## config.mk

```make
export PLATFORM = sky130hd
export DESIGN_NAME = lm_sm_sequencer_flat
export DESIGN_NICKNAME = d
export VERILOG_FILES = /design/src/rtl/lm_sm_sequencer_if.sv /design/src/rtl/lm_sm_sequencer.sv /design/src/flat_wrapper.sv
export SDC_FILE = /design/constraint.sdc
export NUM_CORES = 1
export LEC_CHECK = 0
export ABC_AREA = 1
export BUFFER_PORTS_ARGS = -buffer_cell sky130_fd_sc_hd__buf_2
export CORE_MARGIN = 10
export CORE_UTILIZATION = 45
export CTS_BUF_LIST = sky130_fd_sc_hd__clkbuf_16
export CTS_CLUSTER_SIZE = 8
export DETAILED_ROUTE_END_ITERATION = 8
export PLACE_DENSITY = 0.65
export SYNTH_ARGS = -nofsm -noshare
export SYNTH_HDL_FRONTEND = slang
export SYNTH_SLANG_ARGS = --single-unit
```

## constraint.sdc

```tcl
create_clock -name i_clock -period 3.18 [get_ports i_clock]
set_input_delay 0.477 -clock i_clock [delete_from_list [all_inputs] [get_ports i_clock]]
set_output_delay 0.477 -clock i_clock [all_outputs]
set_load 0.01 [all_outputs]
```

## src/rtl/lm_sm_sequencer_if.sv

```systemverilog
// lm_sm_sequencer_if: LM/SM start/stall inputs and dual-slot micro-op outputs
interface lm_sm_sequencer_if #(
    parameter int DATA_W = 16,
    parameter int MASK_W = 8
);
    logic              i_start_valid;
    logic              i_start_is_sm;
    logic [MASK_W-1:0] i_start_mask;
    logic [DATA_W-1:0] i_start_base;
    logic              i_hold;
    logic              i_flush;
    logic              o_busy;
    logic              o_uop1_valid;
    logic [2:0]        o_uop1_reg;
    logic [DATA_W-1:0] o_uop1_addr;
    logic              o_uop2_valid;
    logic [2:0]        o_uop2_reg;
    logic [DATA_W-1:0] o_uop2_addr;
    logic              o_uop_store;
    logic              o_done;
    modport master (
        output i_start_valid, i_start_is_sm, i_start_mask, i_start_base, i_hold, i_flush,
        input  o_busy, o_uop1_valid, o_uop1_reg, o_uop1_addr,
               o_uop2_valid, o_uop2_reg, o_uop2_addr, o_uop_store, o_done
    );
    modport slave (
        input  i_start_valid, i_start_is_sm, i_start_mask, i_start_base, i_hold, i_flush,
        output o_busy, o_uop1_valid, o_uop1_reg, o_uop1_addr,
               o_uop2_valid, o_uop2_reg, o_uop2_addr, o_uop_store, o_done
    );
endinterface

```

## src/rtl/lm_sm_sequencer.sv

```systemverilog
// lm_sm_sequencer: expands LM/SM into per-register micro-ops, two per cycle (one with LMSM_SINGLE_ISSUE_EN)
module lm_sm_sequencer #(
    parameter int DATA_W    = 16,
    parameter int MASK_W    = 8,
    parameter int ADDR_STEP = 2
) (
    input logic              i_clock,
    input logic              i_reset,
    lm_sm_sequencer_if.slave bus
);
`ifdef LMSM_SINGLE_ISSUE_EN
    localparam bit DUAL = 1'b0;
`else
    localparam bit DUAL = 1'b1;
`endif
    typedef enum logic [1:0] {IDLE, ISSUE, DONE} state_t;
    state_t            r_state;
    logic [MASK_W-1:0] r_mask;
    logic [DATA_W-1:0] r_base;
    logic [3:0]        r_k;
    logic              w_idle, w_v1, w_v2, w_go, w_store;
    logic [MASK_W-1:0] w_src, w_rem1, w_rem2;
    logic [DATA_W-1:0] w_base, w_a1, w_a2;
    logic [3:0]        w_k;
    logic [2:0]        w_r1, w_r2;
    // r_mask holds only the bits not yet presented, so an empty r_mask in ISSUE means the final pair is on the outputs
    always_comb begin
        w_idle  = r_state == IDLE;
        w_src   = w_idle ? bus.i_start_mask : r_mask;
        w_base  = w_idle ? bus.i_start_base : r_base;
        w_k     = w_idle ? 4'd0 : r_k;
        w_store = w_idle ? bus.i_start_is_sm : bus.o_uop_store;
        w_v1    = |w_src;
        w_rem1  = w_src & (w_src - MASK_W'(1));
        w_v2    = DUAL && |w_rem1;
        w_rem2  = w_v2 ? (w_rem1 & (w_rem1 - MASK_W'(1))) : w_rem1;
        w_r1    = '0;
        w_r2    = '0;
        for (int i = MASK_W - 1; i >= 0; i--) begin
            if (w_src[i]) w_r1 = 3'(i);
            if (w_rem1[i]) w_r2 = 3'(i);
        end
        w_a1 = w_base + DATA_W'(ADDR_STEP) * DATA_W'(w_k);
        w_a2 = w_a1 + DATA_W'(ADDR_STEP);
        w_go = w_idle ? (bus.i_start_valid && w_v1) : (r_state == ISSUE && w_v1);
    end
    always_ff @(posedge i_clock) begin
        if (i_reset || bus.i_flush || !bus.i_hold) begin
            r_state          <= IDLE;
            r_mask           <= '0;
            r_base           <= '0;
            r_k              <= '0;
            bus.o_busy       <= 1'b0;
            bus.o_uop1_valid <= 1'b0;
            bus.o_uop1_reg   <= '0;
            bus.o_uop1_addr  <= '0;
            bus.o_uop2_valid <= 1'b0;
            bus.o_uop2_reg   <= '0;
            bus.o_uop2_addr  <= '0;
            bus.o_uop_store  <= 1'b0;
            bus.o_done       <= 1'b0;
            if (!i_reset && !bus.i_flush) begin
                if (w_go) begin
                    r_state          <= ISSUE;
                    r_mask           <= w_rem2;
                    r_base           <= w_base;
                    r_k              <= w_k + 4'(w_v1) + 4'(w_v2);
                    bus.o_busy       <= 1'b1;
                    bus.o_uop1_valid <= 1'b1;
                    bus.o_uop1_reg   <= w_r1;
                    bus.o_uop1_addr  <= w_a1;
                    bus.o_uop2_valid <= w_v2;
                    bus.o_uop2_reg   <= w_v2 ? w_r2 : '0;
                    bus.o_uop2_addr  <= w_v2 ? w_a2 : '0;
                    bus.o_uop_store  <= w_store;
                    bus.o_done       <= w_rem2 == '0;
                end else if (w_idle && bus.i_start_valid) begin
                    r_state         <= DONE;
                    bus.o_busy      <= 1'b1;
                    bus.o_uop_store <= w_store;
                    bus.o_done      <= 1'b1;
                end
            end
        end
    end
endmodule

```

## src/flat_wrapper.sv

```systemverilog
// flat-port wrapper written by rule: the top's interface ports become plain ports
module lm_sm_sequencer_flat 
#(
    parameter int DATA_W    = 16,
    parameter int MASK_W    = 8,
    parameter int ADDR_STEP = 2
)
  (i_clock, i_reset, bus_i_start_valid, bus_i_start_is_sm, bus_i_start_mask, bus_i_start_base, bus_i_hold, bus_i_flush, bus_o_busy, bus_o_uop1_valid, bus_o_uop1_reg, bus_o_uop1_addr, bus_o_uop2_valid, bus_o_uop2_reg, bus_o_uop2_addr, bus_o_uop_store, bus_o_done);
  lm_sm_sequencer_if #(.DATA_W(DATA_W), .MASK_W(MASK_W)) bus_i ();
  input logic i_clock;
  input logic i_reset;
  input wire logic [$bits(bus_i.i_start_valid)-1:0] bus_i_start_valid;
  input wire logic [$bits(bus_i.i_start_is_sm)-1:0] bus_i_start_is_sm;
  input wire logic [$bits(bus_i.i_start_mask)-1:0] bus_i_start_mask;
  input wire logic [$bits(bus_i.i_start_base)-1:0] bus_i_start_base;
  input wire logic [$bits(bus_i.i_hold)-1:0] bus_i_hold;
  input wire logic [$bits(bus_i.i_flush)-1:0] bus_i_flush;
  output wire logic [$bits(bus_i.o_busy)-1:0] bus_o_busy;
  output wire logic [$bits(bus_i.o_uop1_valid)-1:0] bus_o_uop1_valid;
  output wire logic [$bits(bus_i.o_uop1_reg)-1:0] bus_o_uop1_reg;
  output wire logic [$bits(bus_i.o_uop1_addr)-1:0] bus_o_uop1_addr;
  output wire logic [$bits(bus_i.o_uop2_valid)-1:0] bus_o_uop2_valid;
  output wire logic [$bits(bus_i.o_uop2_reg)-1:0] bus_o_uop2_reg;
  output wire logic [$bits(bus_i.o_uop2_addr)-1:0] bus_o_uop2_addr;
  output wire logic [$bits(bus_i.o_uop_store)-1:0] bus_o_uop_store;
  output wire logic [$bits(bus_i.o_done)-1:0] bus_o_done;
  assign bus_i.i_start_valid = bus_i_start_valid;
  assign bus_i.i_start_is_sm = bus_i_start_is_sm;
  assign bus_i.i_start_mask = bus_i_start_mask;
  assign bus_i.i_start_base = bus_i_start_base;
  assign bus_i.i_hold = bus_i_hold;
  assign bus_i.i_flush = bus_i_flush;
  assign bus_o_busy = bus_i.o_busy;
  assign bus_o_uop1_valid = bus_i.o_uop1_valid;
  assign bus_o_uop1_reg = bus_i.o_uop1_reg;
  assign bus_o_uop1_addr = bus_i.o_uop1_addr;
  assign bus_o_uop2_valid = bus_i.o_uop2_valid;
  assign bus_o_uop2_reg = bus_i.o_uop2_reg;
  assign bus_o_uop2_addr = bus_i.o_uop2_addr;
  assign bus_o_uop_store = bus_i.o_uop_store;
  assign bus_o_done = bus_i.o_done;
  lm_sm_sequencer #(.DATA_W(DATA_W), .MASK_W(MASK_W), .ADDR_STEP(ADDR_STEP)) u_core (.i_clock(i_clock), .i_reset(i_reset), .bus(bus_i));
endmodule
```

# Word-level counts from Yosys, hierarchy flattened
# Cells that the tools add are included.
# word_totals
regBits,73
inputBits,30
out_inout_bits,43
elab_cells,80
# op_classes
n_addsub,6
eq_ne,1
mux,28
bitwise_logic,5
n_reduce_logical,22
# op_table
op,count
3-bit 2-to-1 mux,8
"16-bit by 2-bit adder with 16-bit output, second input constant",1
16-bit by 5-bit adder with 16-bit output,1
8-bit AND,2
16-bit 2-to-1 mux,1
8-bit 2-to-1 mux,2
8-bit OR reduction,2
"8-bit by 1-bit subtractor with 8-bit output, second input constant",2
1-bit 2-to-1 mux,11
2-bit 2-to-1 mux,5
4-bit by 1-bit adder with 4-bit output,2
8-bit zero test,1
4-bit OR reduction,2
7-bit OR reduction,1
6-bit OR reduction,1
5-bit OR reduction,1
1-bit logical AND,4
4-bit 2-to-1 mux,1
1-bit zero test,3
1-bit inverter,3
3-bit AND reduction,1
3-bit OR reduction,1
"2-bit by 1-bit equality test with 1-bit output, second input constant",1
2-bit zero test,1
other kinds (3),4

# Depth between registers and ports, before layout
# logic_depth
word_depth,11
depth_mapped,23

# Worst setup path after synthesis
# No wires, ideal clock.
# synth_path
path_kind,register to register
from,register u_core.r_state[0]
to,register u_core.bus.o_uop2_addr[15] in the netlist's numbering (data pin)
arrival_time_ps,3072
path_slack_ps,-145
path_stages_with_launch,19
path_buffers,3
synth_period_minus_slack_ps,3325
cell_sequence,edfxtp_1 nor2_4 buf_4 buf_6 clkbuf_1 o21ai_0 fa_1 ha_1 inv_1 nor2_1 nand3_1 nor2_1 nand3_1 nor2_1 nand2_1 nor2_4 nand2_1 nand2_1 a21oi_2
# synth_via
word_cells_on_any_way,15
classes_between,add/sub (3); eq/ne (1); mux (4); bitwise (1); reduce/logical (6)
# synth_rtl
element,line,source
"start, declared",lm_sm_sequencer.sv:17,state_t r_state;
"start signal, assigned",lm_sm_sequencer.sv:49,r_state <= IDLE;
"start signal, assigned",lm_sm_sequencer.sv:64,r_state <= ISSUE;
"start signal, assigned",lm_sm_sequencer.sv:78,r_state <= DONE;
2-bit zero test,lm_sm_sequencer.sv:28,w_idle = r_state == IDLE;
16-bit 2-to-1 mux,lm_sm_sequencer.sv:30,w_base = w_idle ? bus.i_start_base : r_base;
via u_core.w_base[2],lm_sm_sequencer.sv:23,"logic [DATA_W-1:0] w_base, w_a1, w_a2;"
16-bit by 5-bit adder with 16-bit output,lm_sm_sequencer.sv:43,w_a1 = w_base + DATA_W'(ADDR_STEP) * DATA_W'(w_k);
via u_core.w_a1[2],lm_sm_sequencer.sv:23,
16-bit by 2-bit adder with 16-bit output,lm_sm_sequencer.sv:44,w_a2 = w_a1 + DATA_W'(ADDR_STEP);
"end signal, assigned",lm_sm_sequencer.sv:74,bus.o_uop2_addr <= w_v2 ? w_a2 : '0;
"end, declared",lm_sm_sequencer_if.sv:29,"o_uop2_valid, o_uop2_reg, o_uop2_addr, o_uop_store, o_done"
# The timed path passes the listed nets, and every way through them passes these cells.
# A chain may end at the register's enable or synchronous reset.

# Worst setup path in the final report
# layout_path
from,register u_core.r_state[0]
to,register u_core.bus.o_uop2_addr[15] in the netlist's numbering (data pin)
# layout_via
word_cells_on_any_way,15
classes_between,add/sub (3); eq/ne (1); mux (4); bitwise (1); reduce/logical (6)
# layout_rtl
element,line
2-bit zero test,lm_sm_sequencer.sv:28
16-bit 2-to-1 mux,lm_sm_sequencer.sv:30
via u_core.w_base[3],lm_sm_sequencer.sv:23
16-bit by 5-bit adder with 16-bit output,lm_sm_sequencer.sv:43
16-bit by 2-bit adder with 16-bit output,lm_sm_sequencer.sv:44
# The timed path passes the listed nets, and every way through them passes these cells.

==> results by group <==
Status
  – Status: finished clean

Cells and area
  – Most common cell after layout, fill and taps aside: nand2_1
  – Syn-to-layout area delta: 21.63%
  – Final net count: 603
  – Most frequent cells in the layout: nand2_1 (124), buf_2 (72), nor2_1 (70), edfxtp_1 (70), inv_1 (66)
  – Regs by FF count: u_core.bus.o_uop2_addr: 16 flops, u_core.r_base: 16 flops, u_core.bus.o_uop1_addr: 15 flops
  – Fill count: 813
  – Layout cell share with drive strength beyond 1: 26.76%
  – ANT cells: 0

Critical path
  – Setup crit end kind: flip-flop
  – R2R Setup Slk: 0.21 ns
  – Crit path kind: reg -> reg
  – R2R Path Start: u_core.r_state[0]
  – Worst r2r dst: u_core.bus.o_uop2_addr[15]
  – Worst R2R Path Depth: 18
  – Crit start category: flip-flop
  – Worst path required time: 3.26 ns
  – Critical Path AT: 3.06 ns
  – Crit Path Max Fanout: 9

Placement
  – GPL Wtd Cong: 0.8681
  – IO Port Bufs: 72
  – DP Wirelength: 6939 µm

STA
  – Final hold violation count: 0
  – Count of final setup violators: 0
  – Clock skew: 0.005028 ns
  – Final Cycle Share: 93.47%
  – Slew headroom: 65.29%
  – TNS Setup: 0 ns
  – Fmax: 336.4 MHz
  – Slew @ Worst Pin: 0.5152 ns
  – Tmin final: 2.972 ns
  – Max Slew Vio Count: 0

Routing
  – 1st-iter DRT viols: 283
  – Routed WL: 9454 µm
  – DR WL/cell: 13.99 µm
  – Antenna-violating nets left: 0
  – Vias per cell: 4.970
  – Via count: 3360
  – Drt pass-1 iters: 5
  – DRC errors left: 0

Global route
  – Number of global-route vias before repair: 3208
  – Grt total ovfl: 0
  – Largest net degree at the start of global routing: 59
  – Antenna violations before repair: 0
  – Global-route wire length before repair: 15010 µm
  – GRT Util Overall: 13.96%

Power and ir drop
  – Clock share of power: 34.9%
  – Static leakage: 2.407 nW
  – Worst VDD drop: 0.2997 mV
  – PD cells: 500.8 nW/µm²
  – Flop pwr share: 44.4%
  – Psw: 0.7165 mW
  – Combinational group share of total power: 20.7%
  – Total power: 2.484 mW
  – Switching Share: 28.85%
  – Internal power: 1.767 mW

Synth
  – Yosys reg bits: 70
  – Sequential share of the synthesized area: 51.55%
  – Cells after Synth: 477
  – Async S/R FF share, synth: 0%
  – Yosys cell types: 37
  – Synth warn: 0
  – Syn Nets: 515
  – Number of enable flip-flop cells after synthesis: 70
  – Synthesized cell area: 4078 µm²
  – Syn avg cell area: 8.549 µm²
  – Primary FF master, synth: edfxtp_1

Clocking
  – TritonCTS clock tree: done
  – Clock transition at the registers of the reported paths: 0.05 ns
  – CTS hold repair buffers: 0
  – Clk_lat worst skew: 0.33 ns
  – TritonCTS buffer count: 9
  – Clock sinks: 70
  – Clock root buffer: clkbuf_16
  – CTS Buffer Depth: 2
  – H-Tree Depth: 3

Flow run
  – Max_cap viols: 0

Hold path
  – Hold/Removal Path Class: in -> reg
  – Hold endpoint: u_core.bus.o_uop_store
  – Hold path depth: 3
  – Worst Min Path Start: bus_i_start_is_sm

Floorplanning
  – Horiz. Die Dim: 115.2 µm
  – DIE HEIGHT: 115.2 µm
  – I/O pin total: 73
  – # rows: 34
  – Core Area: 8763 µm²
  – Initial Util: 46.53%
  – Die area: 13270 µm²
-- worst max-delay path: stages, from the launching register on --
cell and delay [ns]:
edfxtp_1 0.45, nor2_4 0.22, buf_4 0.16, o21ai_0 0.12, ha_1 0.39, nand3_1 0.14, nand3_2 0.11, nand3_2 0.10
nand2_1 0.13, buf_4 0.18, nand2_1 0.06, nand2_1 0.07, nand2_2 0.09, nor2_2 0.11, inv_1 0.08, nor2_4 0.14
nand2_1 0.06, nand2_1 0.07, a21oi_2 0.05
-- what timing repair did --
action / 4_1_cts / 5_1_grt
gates resized for setup: 0 / 20
setup endpoints to repair: 0 / 9
buffers inserted: 0 / 2
-- cell usage after synthesis, types with 2 or more instances --
cell	count	area [µm²]
o21ai_2	4	35.03
a21oi_2	2	17.52
o21bai_1	2	15.01
nor2_2	4	25.02
nand2_2	10	62.56
nand4_1	9	56.30
ha_1	6	75.07
o21ai_1	2	10.01
nor2_4	5	56.30
fa_1	2	40.04
inv_1	66	247.7
nand2_1	127	476.7
buf_4	4	30.03
nor2_1	74	277.8
buf_2	4	20.02
nand3_2	2	20.02
buf_6	3	33.78
mux2i_1	3	30.03
inv_2	4	15.01
a21oi_1	15	75.07
xor2_1	3	26.28
nand3_1	25	125.1
nor3_1	8	40.04
o21ai_0	11	55.05
edfxtp_1	70	2102
-- cells by family (layout without fill, tap and decap cells) --
group           count (synthesis)  after routing  share of synthesized area [%]
other cells                     1              1                        0.09196
flops                          70             70                          51.55
xor+xnor                        4              4                         0.8593
mux                             3              3                         0.7365
buf+inv                        82            173                          8.591
simple gates                  270            270                          29.40
compound gates                 39             39                          5.953
fa+ha+maj                       8              8                          2.823
-- stage by stage --
step,utilization [%],hold WS [ns],setup WS (ns),instance area (µm²),instances
finish,56.60,0.5032,0.2075,4960,676
global route,56.60,0.5313,-0.02644,4960,676
CTS,55.61,0.5127,0.02259,4873,674
detailed placement,52.81,0.6152,0.06055,4628,660
global placement,52.81,0.6123,0.1663,4628,660
floorplan,-,0.5859,0.03535,4081,477
-- routing by layer --
layer  GRT usage [%]  part of all wire [%]  vias to the layer above
met1           17.44                    44                     1514
met3           4.219                   9.0                       11
li1                -                     -                     1726
met4           5.611                   1.4                        0
met2           22.11                    46                      109
met5               0                     0                        -
-- power by group through the flow --
stage / Clock, mW / Sequential (mW) / Combinational [mW]
6_report: 0.867 / 1.10 / 0.514
5_1_grt: 0.914 / 1.11 / 0.576
4_1_cts: 0.880 / 1.10 / 0.497
3_5_place_dp: 0 / 1.12 / 0.495
3_3_place_gp: 0 / 1.12 / 0.486
2_1_floorplan: 0 / 1.14 / 0.321
-- worst max path at each step --
stage	from	to	slack, ns	cells past startpoint
floorplan	u_core.r_state[0]	u_core.bus.o_uop2_addr[15]	0.04	20
global placement	u_core.r_state[1]	u_core.bus.o_uop2_addr[15]	0.17	16
detailed placement	u_core.r_state[1]	u_core.bus.o_uop2_addr[12]	0.06	14
CTS	u_core.r_state[1]	u_core.bus.o_uop2_addr[14]	0.02	14
global route	u_core.r_state[0]	u_core.bus.o_uop2_addr[15]	-0.03	19
finish	u_core.r_state[0]	u_core.bus.o_uop2_addr[15]	0.21	18
-- layout make-up --
type,instances,area [µm²],area share (%)
flip-flops and latches,70,2102,42.38
multi-input cells,325,1702,34.31
repair buffers,89,513.0,10.34
inverters,70,262.8,5.298
clock buffers,9,225.2,4.541
well taps,108,135.1,2.725
clock inverters,5,20.02,0.4036
(Power assumes the default switching activity.)
